--- config.mk ---
export PLATFORM = sky130hd
export DESIGN_NAME = cavlc_blk_sched_flat
export DESIGN_NICKNAME = d
export VERILOG_FILES = /design/src/rtl/cavlc_blk_sched_if.sv /design/src/rtl/cavlc_blk_sched.sv /design/src/flat_wrapper.sv
export SDC_FILE = /design/constraint.sdc
export NUM_CORES = 1
export LEC_CHECK = 0
export ABC_AREA = 1
export CAP_MARGIN = 10
export CORE_AREA = 2 2 202 204
export DETAILED_ROUTE_END_ITERATION = 10
export DIE_AREA = 0 0 204 206
export DONT_BUFFER_PORTS = 1
export GPL_ROUTABILITY_DRIVEN = 0
export PLACE_DENSITY = 0.49
export SLEW_MARGIN = 20
export SYNTH_ARGS = -nofsm -noshare
export SYNTH_HDL_FRONTEND = slang
export SYNTH_SLANG_ARGS = --single-unit
--- constraint.sdc ---
create_clock -name clk_i -period 1.9 [get_ports clk_i]
set_input_delay 0.285 -clock clk_i [delete_from_list [all_inputs] [get_ports clk_i]]
set_output_delay 0.285 -clock clk_i [all_outputs]
set_load 0.02 [all_outputs]
--- src/rtl/cavlc_blk_sched_if.sv ---
// ---------------------------------------------------------------------------
// cavlc_blk_sched_if : macroblock request, coefficient read and CAVLC handoff
// bus. Optional CAVLC_SCHED_STALL_CNT_EN adds stall_cycles. Rev 1.0
// ---------------------------------------------------------------------------
`default_nettype none

interface cavlc_blk_sched_if #(
  parameter int COEF_W = 15,
  parameter int XY_W   = 10
);
  logic                   mb_start;
  logic [XY_W-5:0]        mb_x;
  logic [XY_W-5:0]        mb_y;
  logic                   mb_busy;
  logic                   mb_done;
  logic                   coef_rd_en;
  logic [3:0]             coef_rd_addr;
  logic [16*COEF_W-1:0]   coef_rd_data;
  logic                   cavlc_valid;
  logic                   cavlc_cnt_ready;
  logic [16*COEF_W-1:0]   cavlc_coef;
  logic [XY_W-1:0]        topleft_x;
  logic [XY_W-1:0]        topleft_y;
  logic                   cavlc_enc_valid;
`ifdef CAVLC_SCHED_STALL_CNT_EN
  logic [15:0]            stall_cycles;
`endif

  modport master (
    input  mb_start, mb_x, mb_y, coef_rd_data, cavlc_cnt_ready, cavlc_enc_valid,
`ifdef CAVLC_SCHED_STALL_CNT_EN
    output stall_cycles,
`endif
    output mb_busy, mb_done, coef_rd_en, coef_rd_addr, cavlc_valid, cavlc_coef,
           topleft_x, topleft_y
  );

  modport slave (
    output mb_start, mb_x, mb_y, coef_rd_data, cavlc_cnt_ready, cavlc_enc_valid,
`ifdef CAVLC_SCHED_STALL_CNT_EN
    input  stall_cycles,
`endif
    input  mb_busy, mb_done, coef_rd_en, coef_rd_addr, cavlc_valid, cavlc_coef,
           topleft_x, topleft_y
  );
endinterface

`default_nettype wire

--- src/rtl/cavlc_blk_sched.sv ---
// ---------------------------------------------------------------------------
// cavlc_blk_sched : fetches the 16 luma 4x4 blocks of a macroblock in scan
// order and hands them to the CAVLC counter. Option: CAVLC_SCHED_STALL_CNT_EN.
// Rev 1.0
// ---------------------------------------------------------------------------
`default_nettype none

module cavlc_blk_sched #(
  parameter int COEF_W = 15,
  parameter int XY_W   = 10
) (
  input  wire               clk_i,
  input  wire               rst_ni,
  cavlc_blk_sched_if.master bus
);

  typedef enum logic [2:0] {
    S_IDLE  = 3'd0,
    S_READ  = 3'd1,
    S_WAIT  = 3'd2,
    S_ISSUE = 3'd3,
    S_DRAIN = 3'd4,
    S_DONE  = 3'd5
  } state_e;

  state_e               state_q, state_d;
  logic [3:0]           blk_idx_q, blk_idx_d;
  logic [4:0]           enc_cnt_q, enc_cnt_d;
  logic [XY_W-5:0]      mb_x_q, mb_x_d, mb_y_q, mb_y_d;
  logic [16*COEF_W-1:0] coef_q, coef_d;
  logic [XY_W-1:0]      tlx_q, tlx_d, tly_q, tly_d;
  logic                 enc_counting;

  assign enc_counting = (state_q == S_READ) || (state_q == S_WAIT) ||
                        (state_q == S_ISSUE) || (state_q == S_DRAIN);

  always_comb begin
    state_d   = state_q;
    blk_idx_d = blk_idx_q;
    mb_x_d    = mb_x_q;
    mb_y_d    = mb_y_q;
    coef_d    = coef_q;
    tlx_d     = tlx_q;
    tly_d     = tly_q;
    enc_cnt_d = enc_cnt_q;
    if (enc_counting && bus.cavlc_enc_valid && (enc_cnt_q != 5'd16))
      enc_cnt_d = enc_cnt_q + 5'd1;

    case (state_q)
      S_IDLE: begin
        if (bus.mb_start) begin
          mb_x_d    = bus.mb_x;
          mb_y_d    = bus.mb_y;
          blk_idx_d = 4'd0;
          enc_cnt_d = 5'd0;
          state_d   = S_READ;
        end
      end
      S_READ:  state_d = S_WAIT;
      S_WAIT: begin
        // Scan order: bit0/bit2 select the 4/8 pixel x step, bit1/bit3 the y step.
        coef_d  = bus.coef_rd_data;
        tlx_d   = {mb_x_q, 4'b0000} +
                  {{(XY_W-4){1'b0}}, blk_idx_q[2], blk_idx_q[0], 2'b00};
        tly_d   = {mb_y_q, 4'b0000} +
                  {{(XY_W-4){1'b0}}, blk_idx_q[3], blk_idx_q[1], 2'b00};
        state_d = S_ISSUE;
      end
      S_ISSUE: begin
        if (bus.cavlc_cnt_ready) begin
          if (blk_idx_q == 4'd15) begin
            state_d = S_DRAIN;
          end else begin
            blk_idx_d = blk_idx_q + 4'd1;
            state_d   = S_READ;
          end
        end
      end
      S_DRAIN: if (enc_cnt_d == 5'd16) state_d = S_DONE;
      S_DONE:  state_d = S_IDLE;
      default: state_d = S_IDLE;
    endcase
  end

  always_ff @(posedge clk_i or negedge rst_ni) begin
    if (!rst_ni) begin
      state_q   <= S_IDLE;
      blk_idx_q <= 4'd0;
      enc_cnt_q <= 5'd0;
      mb_x_q    <= '0;
      mb_y_q    <= '0;
      coef_q    <= '0;
      tlx_q     <= '0;
      tly_q     <= '0;
    end else begin
      state_q   <= state_d;
      blk_idx_q <= blk_idx_d;
      enc_cnt_q <= enc_cnt_d;
      mb_x_q    <= mb_x_d;
      mb_y_q    <= mb_y_d;
      coef_q    <= coef_d;
      tlx_q     <= tlx_d;
      tly_q     <= tly_d;
    end
  end

  assign bus.mb_busy      = (state_q != S_IDLE);
  assign bus.mb_done      = (state_q == S_DONE);
  assign bus.coef_rd_en   = (state_q == S_READ);
  assign bus.coef_rd_addr = (state_q == S_READ) ? blk_idx_q : 4'd0;
  assign bus.cavlc_valid  = (state_q == S_ISSUE);
  assign bus.cavlc_coef   = coef_q;
  assign bus.topleft_x    = tlx_q;
  assign bus.topleft_y    = tly_q;

`ifdef CAVLC_SCHED_STALL_CNT_EN
  logic [15:0] stall_q, stall_d;

  always_comb begin
    stall_d = stall_q;
    if ((state_q == S_IDLE) && bus.mb_start)
      stall_d = 16'd0;
    else if ((state_q == S_ISSUE) && !bus.cavlc_cnt_ready && (stall_q != 16'hFFFF))
      stall_d = stall_q + 16'd1;
  end

  always_ff @(posedge clk_i or negedge rst_ni) begin
    if (!rst_ni) stall_q <= 16'd0;
    else         stall_q <= stall_d;
  end

  assign bus.stall_cycles = stall_q;
`endif

endmodule

`default_nettype wire

--- src/flat_wrapper.sv ---
// flat-port wrapper written by rule: the top's interface ports become plain ports
module cavlc_blk_sched_flat 
#(
  parameter int COEF_W = 15,
  parameter int XY_W   = 10
)
  (clk_i, rst_ni, bus_mb_start, bus_mb_x, bus_mb_y, bus_coef_rd_data, bus_cavlc_cnt_ready, bus_cavlc_enc_valid, bus_mb_busy, bus_mb_done, bus_coef_rd_en, bus_coef_rd_addr, bus_cavlc_valid, bus_cavlc_coef, bus_topleft_x, bus_topleft_y);
  cavlc_blk_sched_if #(.COEF_W(COEF_W), .XY_W(XY_W)) bus_i ();
  input  wire clk_i;
  input  wire rst_ni;
  input wire logic [$bits(bus_i.mb_start)-1:0] bus_mb_start;
  input wire logic [$bits(bus_i.mb_x)-1:0] bus_mb_x;
  input wire logic [$bits(bus_i.mb_y)-1:0] bus_mb_y;
  input wire logic [$bits(bus_i.coef_rd_data)-1:0] bus_coef_rd_data;
  input wire logic [$bits(bus_i.cavlc_cnt_ready)-1:0] bus_cavlc_cnt_ready;
  input wire logic [$bits(bus_i.cavlc_enc_valid)-1:0] bus_cavlc_enc_valid;
  output wire logic [$bits(bus_i.mb_busy)-1:0] bus_mb_busy;
  output wire logic [$bits(bus_i.mb_done)-1:0] bus_mb_done;
  output wire logic [$bits(bus_i.coef_rd_en)-1:0] bus_coef_rd_en;
  output wire logic [$bits(bus_i.coef_rd_addr)-1:0] bus_coef_rd_addr;
  output wire logic [$bits(bus_i.cavlc_valid)-1:0] bus_cavlc_valid;
  output wire logic [$bits(bus_i.cavlc_coef)-1:0] bus_cavlc_coef;
  output wire logic [$bits(bus_i.topleft_x)-1:0] bus_topleft_x;
  output wire logic [$bits(bus_i.topleft_y)-1:0] bus_topleft_y;
  assign bus_i.mb_start = bus_mb_start;
  assign bus_i.mb_x = bus_mb_x;
  assign bus_i.mb_y = bus_mb_y;
  assign bus_i.coef_rd_data = bus_coef_rd_data;
  assign bus_i.cavlc_cnt_ready = bus_cavlc_cnt_ready;
  assign bus_i.cavlc_enc_valid = bus_cavlc_enc_valid;
  assign bus_mb_busy = bus_i.mb_busy;
  assign bus_mb_done = bus_i.mb_done;
  assign bus_coef_rd_en = bus_i.coef_rd_en;
  assign bus_coef_rd_addr = bus_i.coef_rd_addr;
  assign bus_cavlc_valid = bus_i.cavlc_valid;
  assign bus_cavlc_coef = bus_i.cavlc_coef;
  assign bus_topleft_x = bus_i.topleft_x;
  assign bus_topleft_y = bus_i.topleft_y;
  cavlc_blk_sched #(.COEF_W(COEF_W), .XY_W(XY_W)) u_core (.clk_i(clk_i), .rst_ni(rst_ni), .bus(bus_i));
endmodule
==> impl_metrics.env <==
export IMPL_instances_no_fill=1563
export IMPL_finalSetupViolCount=0
export IMPL_synth_cells=725
export IMPL_dp_cells=1248
export IMPL_fin_setup_tns_ps=0
export IMPL_numCtsBuffers=30
export IMPL_placed_area_um2=11600
export IMPL_rrSetupSlack_ps=140
export IMPL_combinationalPowerShare_pct=27.1
export IMPL_grt_pass1_wl_mm=42.0
export IMPL_cp_max_fo=6
export IMPL_die_y_um=206
export IMPL_post_route_util_pct=38.0
export IMPL_maxCapViolCount=0
export IMPL_pin_count=525
export IMPL_clk_latency_ps=560
export IMPL_maxSlewViolCount=0
export IMPL_power_share_clock_pct=20.4
export IMPL_coreArea_um2=40200
export IMPL_viasPerCell=4.32
export IMPL_intPower_mw=17.1
export IMPL_powerDensity_nw_per_um2=1860
export IMPL_finalWorstSetupSlack_ps=16.9
export IMPL_violations="negative hold slack"
export IMPL_status="finished, violations left"
export IMPL_path_clk_slew_ps=60
export IMPL_nNetsFinal=1267
export IMPL_htree_levels=1
export IMPL_async_reset_ff_share_pct=100
export IMPL_top_layer="met4"
export IMPL_root_buffer="clkbuf_16"
export IMPL_routed_wl_mm=28.9
export IMPL_critical_path_class="reg -> out"
export IMPL_hold_path_class="in -> async"
export IMPL_peakVddDrop_mv=1.11
export IMPL_synthesis_area_um2=10900
export IMPL_die_w_um=204
export IMPL_worst_pin_slew_ps=1290
export IMPL_synth_seq_cells=280
export IMPL_grt_pass1_vias=7161
export IMPL_ys_seq_area_share_pct=64.4
export IMPL_holdWs_ps=-580
export IMPL_r2r_start="u_core.state_q[0]$_DFFE_PN0P_"
export IMPL_syn_area_per_cell_um2=15.0
export IMPL_n_antenna_cell=0
export IMPL_p_leak_nw=6.68
export IMPL_hold_violations=280
export IMPL_drt_iter0_drc=302
export IMPL_r2r_worst_path_cells=9
export IMPL_swShare_pct=39.7
export IMPL_initial_core_util_pct=27.1
export IMPL_wl_per_cell_um=18.5
export IMPL_routed_wl_met2_mm=14.7
export IMPL_cts_hold_buffers_added=253
export IMPL_critPathArrivalTime_ps=1600
export IMPL_slew_headroom_pct=14.1
export IMPL_dp_hpwl_mm=19.0
export IMPL_wl_met3_mm=2.67
export IMPL_power_switching_mw=11.3
export IMPL_synth_common_cells="280 x dfrtp_1, 193 x mux2_2, 52 x nand2_1, 47 x mux2_4, 33 x inv_1"
export IMPL_fillers=3711
export IMPL_area_growth_pct=40.3
export IMPL_finClkSkew_ps=20.7
export IMPL_met1_length_mm=10.9
export IMPL_fin_area_um2=15300
export IMPL_cp_end_kind="primary output"
export IMPL_required_ps=1620
export IMPL_power_mw=28.4
export IMPL_clock_sinks=280
export IMPL_antenna_found_initial=1
export IMPL_cp_start_kind="register"
export IMPL_fmax_mhz=531
export IMPL_startpoint="u_core.state_q[1]$_DFFE_PN0P_"
export IMPL_synth_top_area_cell="dfrtp_1"
export IMPL_drtPass1Iterations=5
export IMPL_synth_top_cell_area_share_pct=64.4
export IMPL_finalCritPeriodShare_pct=99.1
export IMPL_cts_max_path_buffers=3
export IMPL_synth_warnings=0
export IMPL_ys_flop_type="dfrtp_1"
export IMPL_period_minus_slack_ps=1880
export IMPL_timing_rr_end="u_core.blk_idx_q[3]$_DFFE_PN0P_"
export IMPL_layout_drive_gt1_share_pct=33.2
export IMPL_cts_tree="yes"
export IMPL_synth_most_common_cell="dfrtp_1"
export IMPL_synth_edf_count=0
export IMPL_vias=6748
export IMPL_pwr_share_seq_pct=52.5
export IMPL_fp_dieArea_um2=42000
export IMPL_ant_nets=0
export IMPL_drc_errors=0
export IMPL_synth_area_leaders="dfrtp_1 64%, mux2_2 20%, mux2_4 6.5%, nand2_1 1.8%, buf_2 1.2%"
export IMPL_place_port_buffers=0
export IMPL_detailedPlace_worstSlack_ps=170
export IMPL_grt_ovfl_total=0
export IMPL_rows=74
export IMPL_yosysUniqueCellTypes=26
export IMPL_grtUsageTotal_pct=12.6
export IMPL_grt_max_degree=281
export IMPL_grt_setup_unrepaired="true"
==> cell type report <==
| type | count | area (µm²) | share of cell area, % |
|---|---|---|---|
| Clock inverter | 15 | 108 | 0.705 |
| Tap cell | 532 | 666 | 4.36 |
| Inverter | 34 | 130 | 0.853 |
| Clock buffer | 41 | 893 | 5.86 |
| Timing Repair Buffer | 284 | 2890 | 18.9 |
| Multi-Input combinational cell | 377 | 3560 | 23.4 |
| Sequential cell | 280 | 7010 | 45.9 |
==> routing by layer <==
layer	GRT usage [%]	up-vias
met2	22.2	345
met4	4.04	0
li1	-	3024
met1	14.7	3333
met3	3.71	46
met5	0	-
==> worst max path at each step <==
| stage | to | slack [ps] | cells past startpoint |
|---|---|---|---|
| 6_report | bus_coef_rd_addr[1] | 20 | 4 |
| 4_1_cts | bus_coef_rd_addr[0] | -20 | 5 |
| 5_1_grt | bus_coef_rd_addr[1] | -70 | 4 |
| 2_1_floorplan | bus_coef_rd_addr[0] | 110 | 3 |
| 3_5_place_dp | u_core.state_q[0]$_DFFE_PN0P_ | 170 | 12 |
| 3_3_place_gp | u_core.state_q[0]$_DFFE_PN0P_ | 260 | 12 |
==> layout by cell type, fill, tap and decap left out, types with 4 or more instances in the layout <==
cell           synthesis  layout
conb_1                 1       4
clkbuf_16              0      31
a21oi_1                5       5
buf_12                 0       9
clkinv_2               0      12
dlygate4sd3_1          0     253
buf_4                  4      20
o21ai_0               26      26
o21ai_1                8       8
inv_1                 33      30
mux2_4                47      47
dfrtp_1              280     278
nand3_1               10       9
nand2_1               52      52
nor2_1                16      12
clkbuf_8               0       8
nor2_2                 1       4
mux2_2               193     193
==> critical path: stages, from the launching register on <==
cell and delay [ps]:
dfrtp_2 460, nor3_4 230, inv_2 100, nor2_1 100
buf_4 150
==> flip-flops by register name (all words and copies together) (netlist names) <==
signal	flops
u_core.bus.cavlc_coef	240
u_core.bus.topleft_y	8
u_core.blk_idx_q	4
u_core.mb_y_q	6
u_core.bus.topleft_x	8
u_core.mb_x_q	6
u_core.enc_cnt_q	5
u_core.state_q	3
==> cells by family (layout without fill, tap and decap cells) <==
group	after synthesis	in the layout	synth area share, %
flops	280	280	64.4
mux	240	240	26.5
simple gates	88	88	3.38
buf+inv	71	374	3.30
compound gates	40	40	1.88
fa+ha+maj	3	3	0.345
xor+xnor	2	2	0.161
other cells	1	4	0.0345
==> power by group through the flow <==
stage | registers [mW] | clock network [mW] | logic, mW
6_report | 14.9 | 5.80 | 7.69
5_1_grt | 15.3 | 6.20 | 8.35
4_1_cts | 14.9 | 5.96 | 7.63
3_5_place_dp | 15.0 | 0 | 7.09
3_3_place_gp | 15.0 | 0 | 6.88
2_1_floorplan | 13.9 | 0 | 5.93
==> what timing repair did <==
action	in CTS	in global routing
setup endpoints to repair	8	7
hold endpoints to repair	534	280
pin swaps	1	3
resized for setup	10	6
setup buffers	4	2
No activity file was read; power rests on OpenSTA's default activity.
==> RTL edit: new RTL, same flow settings <==
Re-encode `state_e` (6 states) as one-hot, 6 bits wide.
--- a/src/rtl/cavlc_blk_sched.sv
+++ b/src/rtl/cavlc_blk_sched.sv
@@ -15,11 +15,11 @@
 );
 
-  typedef enum logic [2:0] {
-    S_IDLE  = 3'd0,
-    S_READ  = 3'd1,
-    S_WAIT  = 3'd2,
-    S_ISSUE = 3'd3,
-    S_DRAIN = 3'd4,
-    S_DONE  = 3'd5
+  typedef enum logic [5:0] {
+    S_IDLE  = 6'b000001,
+    S_READ  = 6'b000010,
+    S_WAIT  = 6'b000100,
+    S_ISSUE = 6'b001000,
+    S_DRAIN = 6'b010000,
+    S_DONE  = 6'b100000
   } state_e;
 
Formal check against the unedited RTL: same outputs for any inputs over 4 cycles, from zero or initial values and one cycle with rst_ni low; so few cycles prove little.
==> RTL edit against the unedited design <==
Sequential cell count increased by 3. Area after synthesis up 1.1%. Register-to-register slack worse by 0.02 ns. Final area grew 0.98%. Wire length up 0.97%. Non-clock buffer count fell by 4. Power down 8.4%. The flow still finishes with violations (negative hold slack). Setup slack gained 0.014 ns. Worst hold slack better by 0.017 ns.
==> RTL edit: results (changes against the unedited design) <==
* Mux cell area share after synthesis at 26.2% (-0.29 points)
* LEAKAGE at 6.80 nW (+1.9%)
* Sw Pwr at 10.1 mW (-10%)
* Final Hold Vio Count at 282 (+0.71%)
* Placed cell area at 11700 µm² (+0.84%)
* PostCTS Resize Cnt at 13 (+3)
* Rel. slew slack at 8.03% (-6.1 points)
* Largest net degree at the start of global routing at 284 (+1.1%)
* Area contributors post-synth: dfrtp_1 (64%), mux2_2 (20%), mux2_4 (6.4%)
* Drt pass-1 iters at 4 (-1)
* Vias/cell at 4.34 (+0.48%)
* Final Routed Wirelength at 29.2 mm (+0.97%)
* Netlist cell types at 31 (+19%)
* Critical Path Source: u_core.state_q[5]
* Pwr per Cell Area at 1690 nW/µm² (-9.2%)
* Global-route wire length before repair at 42.8 mm (+1.7%)
* Compound-gate portion of the synthesized area at 1.87% (-0.0093 points)
* Critical path fanouts, max at 4 (-2)
* Vias at 6785 (+0.55%)
* Failing checks: negative hold slack
* Worst reg-to-reg setup slack at 0.12 ns (-0.02 ns)
* Met2 WL at 15.2 mm (+3.4%)
* M1 GR Usage at 14.8% (+0.063 points)
* Clock power share at 22.8% (+2.4 points)
* Placed Instances at 1253 (+0.40%)
* Hpwl dp at 19.5 mm (+2.6%)
* Hold Slack at -0.563 ns (+0.0167 ns)
* Tmin final at 1.87 ns (-0.0140 ns)
* Cts hold-fix bufs at 254 (+0.40%)
* Peak supply drop at 0.874 mV (-22%)
* Initial DRC count at 380 (+26%)
* Slowest cell delay on critical path at 0.42 ns (-0.04 ns)
* Met3 GRT Util at 3.48% (-0.22 points)
* Status: finished with violations
* Worst r2r dst: u_core.bus.cavlc_coef[46]
* Commonest cells in the netlist: dfrtp_1 (282), mux2_2 (193), mux2_4 (47), nand2_1 (47), inv_1 (33)
* WP data arrival at 1.58 ns (-0.02 ns)
[RTL edit: cell count changes after synthesis, moves of 3 or more]
| cell | delta |
|---|---|
| a21oi_1 | -3 |
| buf_2 | -3 |
| clkbuf_1 | +3 |
| inv_2 | +3 |
| nand2_1 | -5 |
| nor3_1 | -4 |
| o21ai_0 | +6 |
| o21ai_1 | -4 |
[RTL edit: cells by family (layout without fill, tap and decap cells)]
group / Yosys count / count (layout)
flops: 283 / 283
mux: 240 / 240
simple gates: 89 / 89
buf+inv: 74 / 370
compound gates: 40 / 40
fa+ha+maj: 3 / 3
xor+xnor: 3 / 3
other cells: 1 / 4
[RTL edit: layout make-up]
class	instances	area (µm²)	share of cell area, %
inverters	37	143	0.926
multi-input cells	379	3640	23.7
flip-flops and latches	283	7080	46.0
well taps	532	666	4.32
clock inverters	10	100	0.650
repair buffers	280	2860	18.5
clock buffers	43	911	5.91
